### src/rtl/oled_spi_driver.sv
// SSD1306 128x64 OLED driver over write-only 4-wire SPI (mode 0, MSB first).
// Powers up the panel, sends the init ROM once, then streams addressed frames forever.
module oled_spi_driver #(
  parameter int CLK_DIV        = 2,
  parameter int POWERUP_CYCLES = 50000,
  parameter int FRAME_BYTES    = 1024
) (
  input  logic       clk,
  input  logic       reset,
  input  logic [7:0] byte_data,
  output logic [9:0] byte_counter,
  output logic       oled_sclk,
  output logic       oled_mosi,
  output logic       oled_cs_n,
  output logic       oled_dc,
  output logic       oled_res_n,
  output logic       frame_done,
  output logic       init_done
);

  localparam int              PWR_W      = $clog2(POWERUP_CYCLES) + 1;
  localparam logic [PWR_W-1:0] PWR_LAST  = PWR_W'(POWERUP_CYCLES - 1);
  localparam logic [7:0]      DIV_LAST   = 8'(CLK_DIV - 1);
  localparam logic [9:0]      BC_LAST    = 10'(FRAME_BYTES - 1);
  localparam logic [4:0]      INIT_LAST  = 5'd24;
  localparam logic [4:0]      ADDR_LAST  = 5'd5;

  typedef enum logic [2:0] {
    PWR_RST, PWR_WAIT, INIT, ADDR, FETCH, DATA
  } state_t;

  typedef enum logic [1:0] {
    SH_IDLE, SH_LOW, SH_HIGH, SH_GAP
  } sh_t;

  state_t           r_state;
  sh_t              r_sh;
  logic [PWR_W-1:0] r_pwr_cnt;
  logic [7:0]       r_div;
  logic [2:0]       r_bit;
  logic [7:0]       r_shift;
  logic [4:0]       r_idx;
  logic             r_fetch;
  logic [9:0]       r_byte_counter;
  logic             r_sclk;
  logic             r_mosi;
  logic             r_cs_n;
  logic             r_dc;
  logic             r_res_n;
  logic             r_frame_done;
  logic             r_init_done;

  logic             w_byte_end;
  logic             w_launch;
  logic [7:0]       w_tx_byte;
  logic             w_tx_dc;
  logic [4:0]       w_idx_nxt;

  function automatic logic [7:0] init_rom(input logic [4:0] idx);
    logic [7:0] v;
    case (idx)
      5'd0:  v = 8'hAE;
      5'd1:  v = 8'hD5;
      5'd2:  v = 8'h80;
      5'd3:  v = 8'hA8;
      5'd4:  v = 8'h3F;
      5'd5:  v = 8'hD3;
      5'd6:  v = 8'h00;
      5'd7:  v = 8'h40;
      5'd8:  v = 8'h8D;
      5'd9:  v = 8'h14;
      5'd10: v = 8'h20;
      5'd11: v = 8'h00;
      5'd12: v = 8'hA1;
      5'd13: v = 8'hC8;
      5'd14: v = 8'hDA;
      5'd15: v = 8'h12;
      5'd16: v = 8'h81;
      5'd17: v = 8'hCF;
      5'd18: v = 8'hD9;
      5'd19: v = 8'hF1;
      5'd20: v = 8'hDB;
      5'd21: v = 8'h40;
      5'd22: v = 8'hA4;
      5'd23: v = 8'hA6;
      5'd24: v = 8'hAF;
      default: v = 8'h00;
    endcase
    return v;
  endfunction

  // Column window 0..127, page window 0..7 (horizontal addressing set in init).
  function automatic logic [7:0] addr_rom(input logic [4:0] idx);
    logic [7:0] v;
    case (idx)
      5'd0: v = 8'h21;
      5'd1: v = 8'h00;
      5'd2: v = 8'h7F;
      5'd3: v = 8'h22;
      5'd4: v = 8'h00;
      5'd5: v = 8'h07;
      default: v = 8'h00;
    endcase
    return v;
  endfunction

  assign w_byte_end = (r_sh == SH_GAP) && (r_div == DIV_LAST);
  assign w_idx_nxt  = r_idx + 5'd1;

  // Next byte is launched on the same edge the previous gap ends, so bytes run back to back.
  always_comb begin
    w_launch  = 1'b0;
    w_tx_byte = 8'h00;
    w_tx_dc   = 1'b0;
    case (r_state)
      PWR_WAIT: if (r_pwr_cnt == PWR_LAST) begin
        w_launch  = 1'b1;
        w_tx_byte = init_rom(5'd0);
      end
      INIT: if (w_byte_end) begin
        w_launch  = 1'b1;
        w_tx_byte = (r_idx == INIT_LAST) ? addr_rom(5'd0) : init_rom(w_idx_nxt);
      end
      ADDR: if (w_byte_end && (r_idx != ADDR_LAST)) begin
        w_launch  = 1'b1;
        w_tx_byte = addr_rom(w_idx_nxt);
      end
      FETCH: if (r_fetch) begin
        w_launch  = 1'b1;
        w_tx_byte = byte_data;
        w_tx_dc   = 1'b1;
      end
      DATA: if (w_byte_end && (r_byte_counter == BC_LAST)) begin
        w_launch  = 1'b1;
        w_tx_byte = addr_rom(5'd0);
      end
      default: ;
    endcase
  end

  always_ff @(posedge clk) begin
    if (reset) begin
      r_state        <= PWR_RST;
      r_sh           <= SH_IDLE;
      r_pwr_cnt      <= '0;
      r_div          <= '0;
      r_bit          <= '0;
      r_idx          <= '0;
      r_fetch        <= 1'b0;
      r_byte_counter <= '0;
      r_sclk         <= 1'b0;
      r_mosi         <= 1'b0;
      r_cs_n         <= 1'b1;
      r_dc           <= 1'b0;
      r_res_n        <= 1'b0;
      r_frame_done   <= 1'b0;
      r_init_done    <= 1'b0;
    end else begin
      r_frame_done <= 1'b0;

      // Shared SPI shifter: LOW/HIGH half-bits, then a cs_n-high gap.
      if (w_launch) begin
        r_shift <= w_tx_byte;
        r_mosi  <= w_tx_byte[7];
        r_dc    <= w_tx_dc;
        r_cs_n  <= 1'b0;
        r_sclk  <= 1'b0;
        r_sh    <= SH_LOW;
        r_div   <= '0;
        r_bit   <= '0;
      end else begin
        case (r_sh)
          SH_LOW: begin
            if (r_div == DIV_LAST) begin
              r_div  <= '0;
              r_sclk <= 1'b1;
              r_sh   <= SH_HIGH;
            end else begin
              r_div <= r_div + 8'd1;
            end
          end
          SH_HIGH: begin
            if (r_div == DIV_LAST) begin
              r_div  <= '0;
              r_sclk <= 1'b0;
              if (r_bit == 3'd7) begin
                r_cs_n <= 1'b1;
                r_sh   <= SH_GAP;
              end else begin
                r_bit   <= r_bit + 3'd1;
                r_shift <= {r_shift[6:0], 1'b0};
                r_mosi  <= r_shift[6];
                r_sh    <= SH_LOW;
              end
            end else begin
              r_div <= r_div + 8'd1;
            end
          end
          SH_GAP: begin
            if (r_div == DIV_LAST) begin
              r_div <= '0;
              r_sh  <= SH_IDLE;
            end else begin
              r_div <= r_div + 8'd1;
            end
          end
          default: ;
        endcase
      end

      // Sequencer
      case (r_state)
        PWR_RST: begin
          if (r_pwr_cnt == PWR_LAST) begin
            r_pwr_cnt <= '0;
            r_res_n   <= 1'b1;
            r_state   <= PWR_WAIT;
          end else begin
            r_pwr_cnt <= r_pwr_cnt + 1'b1;
          end
        end
        PWR_WAIT: begin
          if (r_pwr_cnt == PWR_LAST) begin
            r_pwr_cnt <= '0;
            r_idx     <= '0;
            r_state   <= INIT;
          end else begin
            r_pwr_cnt <= r_pwr_cnt + 1'b1;
          end
        end
        INIT: begin
          if (w_byte_end) begin
            if (r_idx == INIT_LAST) begin
              r_init_done <= 1'b1;
              r_idx       <= '0;
              r_state     <= ADDR;
            end else begin
              r_idx <= w_idx_nxt;
            end
          end
        end
        ADDR: begin
          if (w_byte_end) begin
            if (r_idx == ADDR_LAST) begin
              r_idx          <= '0;
              r_byte_counter <= '0;
              r_fetch        <= 1'b0;
              r_state        <= FETCH;
            end else begin
              r_idx <= w_idx_nxt;
            end
          end
        end
        FETCH: begin
          // Upstream registers byte_data, so it is only valid on the second edge.
          if (r_fetch) begin
            r_fetch <= 1'b0;
            r_state <= DATA;
          end else begin
            r_fetch <= 1'b1;
          end
        end
        DATA: begin
          if (w_byte_end) begin
            if (r_byte_counter == BC_LAST) begin
              r_frame_done   <= 1'b1;
              r_byte_counter <= '0;
              r_idx          <= '0;
              r_state        <= ADDR;
            end else begin
              r_byte_counter <= r_byte_counter + 10'd1;
              r_fetch        <= 1'b0;
              r_state        <= FETCH;
            end
          end
        end
        default: r_state <= PWR_RST;
      endcase
    end
  end

  assign byte_counter = r_byte_counter;
  assign oled_sclk    = r_sclk;
  assign oled_mosi    = r_mosi;
  assign oled_cs_n    = r_cs_n;
  assign oled_dc      = r_dc;
  assign oled_res_n   = r_res_n;
  assign frame_done   = r_frame_done;
  assign init_done    = r_init_done;

endmodule
### config.mk
export PLATFORM = sky130hd
export DESIGN_NAME = oled_spi_driver
export DESIGN_NICKNAME = d
export VERILOG_FILES = /design/src/rtl/oled_spi_driver.sv
export SDC_FILE = /design/constraint.sdc
export NUM_CORES = 1
export LEC_CHECK = 0
export ABC_AREA = 1
export BUFFER_PORTS_ARGS = -buffer_cell sky130_fd_sc_hd__buf_2
export CORE_ASPECT_RATIO = 0.75
export CORE_MARGIN = 1.5
export CORE_UTILIZATION = 40
export CTS_BUF_LIST = sky130_fd_sc_hd__clkbuf_8
export CTS_CLUSTER_DIAMETER = 100
export DETAILED_ROUTE_END_ITERATION = 10
export PLACE_DENSITY = 0.65
export SLEW_MARGIN = 15
export SYNTH_ARGS = -nofsm -noshare
export SYNTH_HDL_FRONTEND = slang
export SYNTH_SLANG_ARGS = --single-unit
### constraint.sdc
create_clock -name clk -period 2.18 [get_ports clk]
set_input_delay 0.436 -clock clk [delete_from_list [all_inputs] [get_ports clk]]
set_output_delay 0.436 -clock clk [all_outputs]
set_load 0.03 [all_outputs]
==> results of run 1 <==
## critical path, stage by stage (launching register included)
cell and delay (ns):
dfxtp_4 0.38, ha_1 0.20, buf_6 0.15, nand3_4 0.14, xor2_4 0.24, clkbuf_2 0.18
nor2_1 0.14, o21ai_0 0.10, nand3_1 0.08, nand3b_1 0.08, nand2_1 0.07, inv_1 0.04
## placed cells by master (no fill, tap or decap), types with 5 or more instances in the layout
cell,n
a211oi_1,7
o211ai_1,7
buf_4,20
nand2_1,120
ha_1,20
a21oi_2,8
nand4_1,10
nand3_1,43
o21ai_0,21
xor2_1,7
edfxtp_1,7
clkbuf_8,11
nor3_1,16
nand2_2,5
buf_2,26
nor2_1,73
inv_1,70
nor2_2,5
a21oi_1,31
dfxtp_1,51
inv_2,9
## final timing paths
| path | startpoint | endpoint | slack (ns) |
|---|---|---|---|
| setup / recovery | r_idx[1] | r_shift[0] | 0.14 |
| hold / removal | oled_res_n | oled_res_n | 0.46 |
| setup reg to reg | r_idx[1] | r_shift[0] | 0.14 |
| hold reg to reg | oled_res_n | oled_res_n | 0.46 |
## cells by family after synthesis
family                     synth area share [%]
buffers and inverters                      9.03
and+or+nand+nor                            34.4
DFF                                        32.8
xor gates and xnor gates                   2.96
AOI/OAI and AO/OA                          14.1
adders and majority gates                  6.78
## state kept, by name (all words and copies together) (netlist names), 2 cells and up
| signal | cells |
|---|---|
| r_pwr_cnt | 17 |
| r_idx | 5 |
| byte_counter | 10 |
| r_shift | 7 |
| r_bit | 3 |
| r_sh | 2 |
| r_div | 8 |
| r_state | 3 |
## what timing repair did
item | in CTS | in global routing
setup endpoints to repair | 3 | 24
cloned | 0 | 0
pin swaps | 0 | 2
resized for setup | 2 | 24
hold buffers | 0 | 0
setup buffers | 0 | 5
## layout make-up
cell class,count,area share [%]
Multi-Input combinational cell,429,51.6
Sequential cell,63,28.0
Timing Repair Buffer,49,6.43
Inverter,82,6.43
Tap cell,132,3.45
Clock buffer,11,3.16
Clock inverter,4,0.941
## per-stage QoR
| stage | cells | util, % | worst slack, ns | power [mW] |
|---|---|---|---|---|
| finish | 770 | 49.0 | 0.140 | 4.29 |
| global route | 770 | 49.0 | -0.0105 | 4.59 |
| CTS | 765 | 47.5 | -0.00582 | 4.16 |
| detailed placement | 750 | 45.4 | 0.00555 | 3.12 |
| global placement | 750 | 45.4 | 0.00480 | 3.12 |
| floorplan | 584 | - | 0.0391 | 2.62 |
## where the power goes
| group | leakage, nW | total, mW | switching [mW] | internal (mW) |
|---|---|---|---|---|
| clock | 0.105 | 1.02 | 0.443 | 0.578 |
| sequential | 0.518 | 1.41 | 0.140 | 1.27 |
| combinational | 1.53 | 1.85 | 1.13 | 0.716 |
| total | 2.15 | 4.29 | 1.72 | 2.57 |
## metal layers
metal,up-vias,part of all wire (%),track usage [%]
met5,-,0,0
met4,0,1.0,5.36
met3,13,6.2,5.30
met2,114,40,27.0
met1,1766,52,27.2
li1,2019,-,-
==> results.ini, run 1 <==
[sta]
setup_viol = 0
maxSlewViolCount = 0
slew_headroom_pct = 71.6
max_freq_ghz = 0.490
tightestPinTransition_ns = 0.422
setup_tns_ns = 0
period_share_pct = 93.6
holdWs_ns = 0.462
rsz0062_at_grt = true
hold_viol = 0
clock_skew_ns = 0.00816
period_minus_slack_ns = 2.04

[routing]
final_antenna_net_count = 0
vias = 3912
viasPerCell = 5.08
routedWlPerCell_um = 12.8
totalWireLength_um = 9850
drtIter0Drc = 269
drc = 0
dr.pass1.iters = 5

[setup_path]
crit_type = flop to flop
crit_path_start_kind = flop
end_kind = flop
reg2reg_depth = 11
path_max_fanout = 6
arrival_ns = 2.15
cp.required_ns = 2.29

[cells_and_area]
nFillCells = 987
syn2layout_area_growth_pct = 17.8
fin_nets = 666
diodes = 0
drive_above_1_share_pct = 18.8
final_cell_area_mm2 = 0.00478
final-seq-area_mm2 = 0.00134
multi_input_area_mm2 = 0.00247

[power]
p_per_area_mw_per_mm2 = 896
cellLeakagePower_nw = 2.15
ir_drop_mv = 0.391

[floorplan]
row_count = 31
core_mm2 = 0.00977
start_util_pct = 41.5
io_pins = 27
die_area_mm2 = 0.0108
die_w_um = 119
die_h_um = 90.3

[clock_tree]
cts_sinks = 63
cts_tree = yes
numCtsBuffers = 9
clock_path_buffers = 2
clockRootBuffer = clkbuf_8
clk_latency_ns = 0.35
cts.clk_slew.worst_paths_ns = 0.07
htreeDepth = 3

[logic_synthesis]
syn_area_per_cell_um2 = 6.95
postSynthCellCount = 584
yosysSeqAreaShare_pct = 32.8
synth_area_mm2 = 0.00406
synthTopCellsByCount = 120 x nand2_1, 75 x nor2_1, 73 x inv_1
syn_nets = 616
async_flop_share_pct = 0
synth_edf_count = 7
yosysTopAreaCell = dfxtp_1
yosys_warnings = 0
synth_ff_type = dfxtp_1
synthTopCellsByArea = dfxtp_1 28%, nand2_1 11%, nor2_1 6.9%, ha_1 6.8%, inv_1 6.7%
yosys.cell_count.top_type = nand2_1
ys_ff_latch = 63
synth_top_area_share_pct = 27.6
synth_cell_type_count = 47

[placed_design]
gp_congestion = 0.956
place_area_mm2 = 0.00444
place_hpwl_um = 7470
port-buffer-count = 26

[grt]
grt_pass1_wl_um = 16500
grt_usage_pct = 18.8
grt_pass1_vias = 3665
grt_start_max_net_pins = 16
grt_overflow = 0
antenna_found_initial = 0

[run]
maxCapViolCount = 0

[worst_hold_path]
hp-class = flop to flop
min_path_cells = 2

[outcome]
outcome = finished, final reports clean

Note: power is estimated with default switching activity, not from simulation.
==> run 2, diff against run 1 <==
--- a/config.mk
+++ b/config.mk
@@ -14,6 +14,7 @@
 export CTS_CLUSTER_DIAMETER = 100
 export DETAILED_ROUTE_END_ITERATION = 10
 export PLACE_DENSITY = 0.65
+export RECOVER_POWER = 50
 export SLEW_MARGIN = 15
 export SYNTH_ARGS = -nofsm -noshare
 export SYNTH_HDL_FRONTEND = slang
==> run 2 against run 1 <==
Against the previous run: flip-flop and latch count stayed put; critical endpoint unchanged; critical path type unchanged; setup slack gained 0.0030 ns; count of clock-buffer cells in the layout stayed put; fmax increased by 0.14%; die area is the same; non-clock buffer count did not move.
==> results.ini, run 2 (same netlist as run 1, synthesis figures left out) <==
[outcome]
outcome = finished, final reports clean  ; unchanged

[routing]
viasPerCell = 5.07  ; was 5.08
totalWireLength_um = 9880  ; was 9850 um
drc = 0  ; unchanged
drtIter0Drc = 277  ; was 269
routedWlPerCell_um = 12.8  ; about the same
final_antenna_net_count = 0  ; unchanged
vias = 3904  ; was 3,912
dr.pass1.iters = 5  ; unchanged

[clock_tree]
clockRootBuffer = clkbuf_8  ; unchanged
hold_buffers = 0  ; unchanged
clk_latency_ns = 0.34  ; was 0.35 ns
clock_path_buffers = 2  ; unchanged
htreeDepth = 3  ; unchanged
cts_sinks = 63  ; unchanged
cts_tree = yes  ; unchanged
numCtsBuffers = 9  ; unchanged
cts.clk_slew.worst_paths_ns = 0.07  ; about the same

[placed_design]
gp_congestion = 0.956  ; unchanged
port-buffer-count = 26  ; unchanged
place_hpwl_um = 7470  ; unchanged

[floorplan]
core_mm2 = 0.00977  ; unchanged
die_w_um = 119  ; unchanged
die_h_um = 90.3  ; unchanged
io_pins = 27  ; unchanged
start_util_pct = 41.5  ; unchanged
row_count = 31  ; unchanged
die_area_mm2 = 0.0108  ; unchanged

[cells_and_area]
largest_reg_flops = 17  ; unchanged
final-seq-area_mm2 = 0.00134  ; unchanged
nFillCells = 993  ; was 987
final_cell_mix = 120 x nand2_1, 73 x nor2_1, 72 x inv_1  ; was 120 x nand2_1, 73 x nor2_1, 70 x inv_1
mostFrequentLayoutCell = nand2_1  ; unchanged
drive_above_1_share_pct = 15.5  ; was 18.8%
multi_input_area_mm2 = 0.00246  ; was 0.00247 mm2
fin_nets = 666  ; unchanged
largest-register = r_pwr_cnt  ; unchanged
syn2layout_area_growth_pct = 17.0  ; was 17.8%
finalCoreUtilization_pct = 48.6  ; was 49.0%
diodes = 0  ; unchanged

[power]
pwr-share-clk_pct = 23.8  ; about the same
p_per_area_mw_per_mm2 = 903  ; was 896 mW/mm2
p_int_mw = 2.57  ; about the same
seqPwrFrac_pct = 33.0  ; about the same
cellLeakagePower_nw = 2.08  ; was 2.15 nW
combPwrFrac_pct = 43.2  ; about the same
switching_share_pct = 40.2  ; was 40.1%
ir_drop_mv = 0.393  ; was 0.391 mV
p_switching_mw = 1.72  ; about the same

[sta]
max_freq_ghz = 0.491  ; was 0.490 GHz
clock_skew_ns = 0.00833  ; was 0.00816 ns
period_share_pct = 93.4  ; was 93.6%
maxSlewViolCount = 0  ; unchanged
tightestPinTransition_ns = 0.423  ; was 0.422 ns
holdWs_ns = 0.465  ; was 0.462 ns
period_minus_slack_ns = 2.04  ; about the same
hold_viol = 0  ; unchanged
rsz0062_at_grt = true  ; unchanged
slew_headroom_pct = 71.6  ; about the same
setup_viol = 0  ; unchanged

[setup_path]
end_kind = flop  ; unchanged
crit_path_start_kind = flop  ; unchanged
reg2reg_setup_slack_ns = 0.14  ; about the same
crit_type = flop to flop  ; unchanged
r2r_end = r_shift[0]  ; unchanged
cp.required_ns = 2.29  ; about the same
arrival_ns = 2.15  ; about the same
reg2reg_depth = 11  ; unchanged
path_max_fanout = 6  ; unchanged
r2r-start = r_idx[1]  ; unchanged

[worst_hold_path]
min_to = oled_res_n  ; unchanged
min_from = oled_res_n  ; unchanged
min_path_cells = 2  ; unchanged
hp-class = flop to flop  ; unchanged

[grt]
grt_overflow = 0  ; unchanged
grt_pass1_wl_um = 16500  ; unchanged
antenna_found_initial = 0  ; unchanged
grt_usage_pct = 18.8  ; unchanged
grt_pass1_vias = 3665  ; unchanged
grt_start_max_net_pins = 16  ; unchanged

[run]
maxCapViolCount = 0  ; unchanged

-- run 2: cell type report --
type | count | share of cell area (%)
inverter | 82 | 6.48
sequential | 63 | 28.2
clock inverter | 4 | 0.948
clock buffer | 11 | 3.19
tap | 132 | 3.48
timing repair buffer | 49 | 5.95
multi-input combinational | 429 | 51.8
-- run 2: worst max path at each step --
stage,cells past startpoint,startpoint,end,slack (ns)
floorplan,12,byte_counter[0],r_shift[0],0.04
global placement,14,r_idx[0],oled_mosi,0.005
detailed placement,14,r_idx[1],oled_mosi,0.006
CTS,10,r_idx[1],r_shift[6],-0.006
global route,11,r_idx[0],r_shift[4],-0.01
finish,11,r_idx[1],r_shift[0],0.14
-- run 2: per-layer routing --
layer / wire (um) / vias to the layer above / GRT usage (%)
li1: - / 2019 / -
met1: 5190 / 1755 / 27.2
met2: 3940 / 114 / 27.0
met3: 636 / 16 / 5.30
met4: 109 / 0 / 5.36
met5: 0 / - / 0
-- run 2: repair_timing --
item                       CTS  global route
resized for setup            2            24
pin swaps                    0             2
setup buffers                0             5
setup endpoints to repair    3            24
hold endpoints to repair     0             0
-- run 2: power by group through the flow --
| stage | Sequential [mW] | Clock, mW | Combinational, mW |
|---|---|---|---|
| after floorplan | 1.39 | 0 | 1.23 |
| after global placement | 1.40 | 0 | 1.72 |
| after detailed placement | 1.41 | 0 | 1.71 |
| after CTS | 1.38 | 1.05 | 1.72 |
| after global routing | 1.43 | 1.12 | 2.04 |
| final | 1.41 | 1.02 | 1.85 |
-- run 2: worst max-delay path: stages (launching register included) --
cell and delay [ns]:
dfxtp_4 0.38, ha_1 0.20, buf_6 0.15, nand3_4 0.14, xor2_4 0.24, clkbuf_2 0.18
nor2_1 0.14, o21ai_0 0.10, nand3_1 0.08, nand3b_1 0.08, nand2_1 0.07, inv_1 0.04
-- run 2: metrics by stage --
step / TNS [ns] / power, mW / std cells / cell area (um2) / worst slack [ns]
after global placement: 0 / 3.12 / 750 / 4440 / 0.00480
final: 0 / 4.29 / 770 / 4750 / 0.143
after floorplan: 0 / 2.62 / 584 / 4070 / 0.0391
after detailed placement: 0 / 3.12 / 750 / 4440 / 0.00555
after CTS: -0.00582 / 4.16 / 765 / 4640 / -0.00582
after global routing: -0.0105 / 4.59 / 770 / 4750 / -0.0105
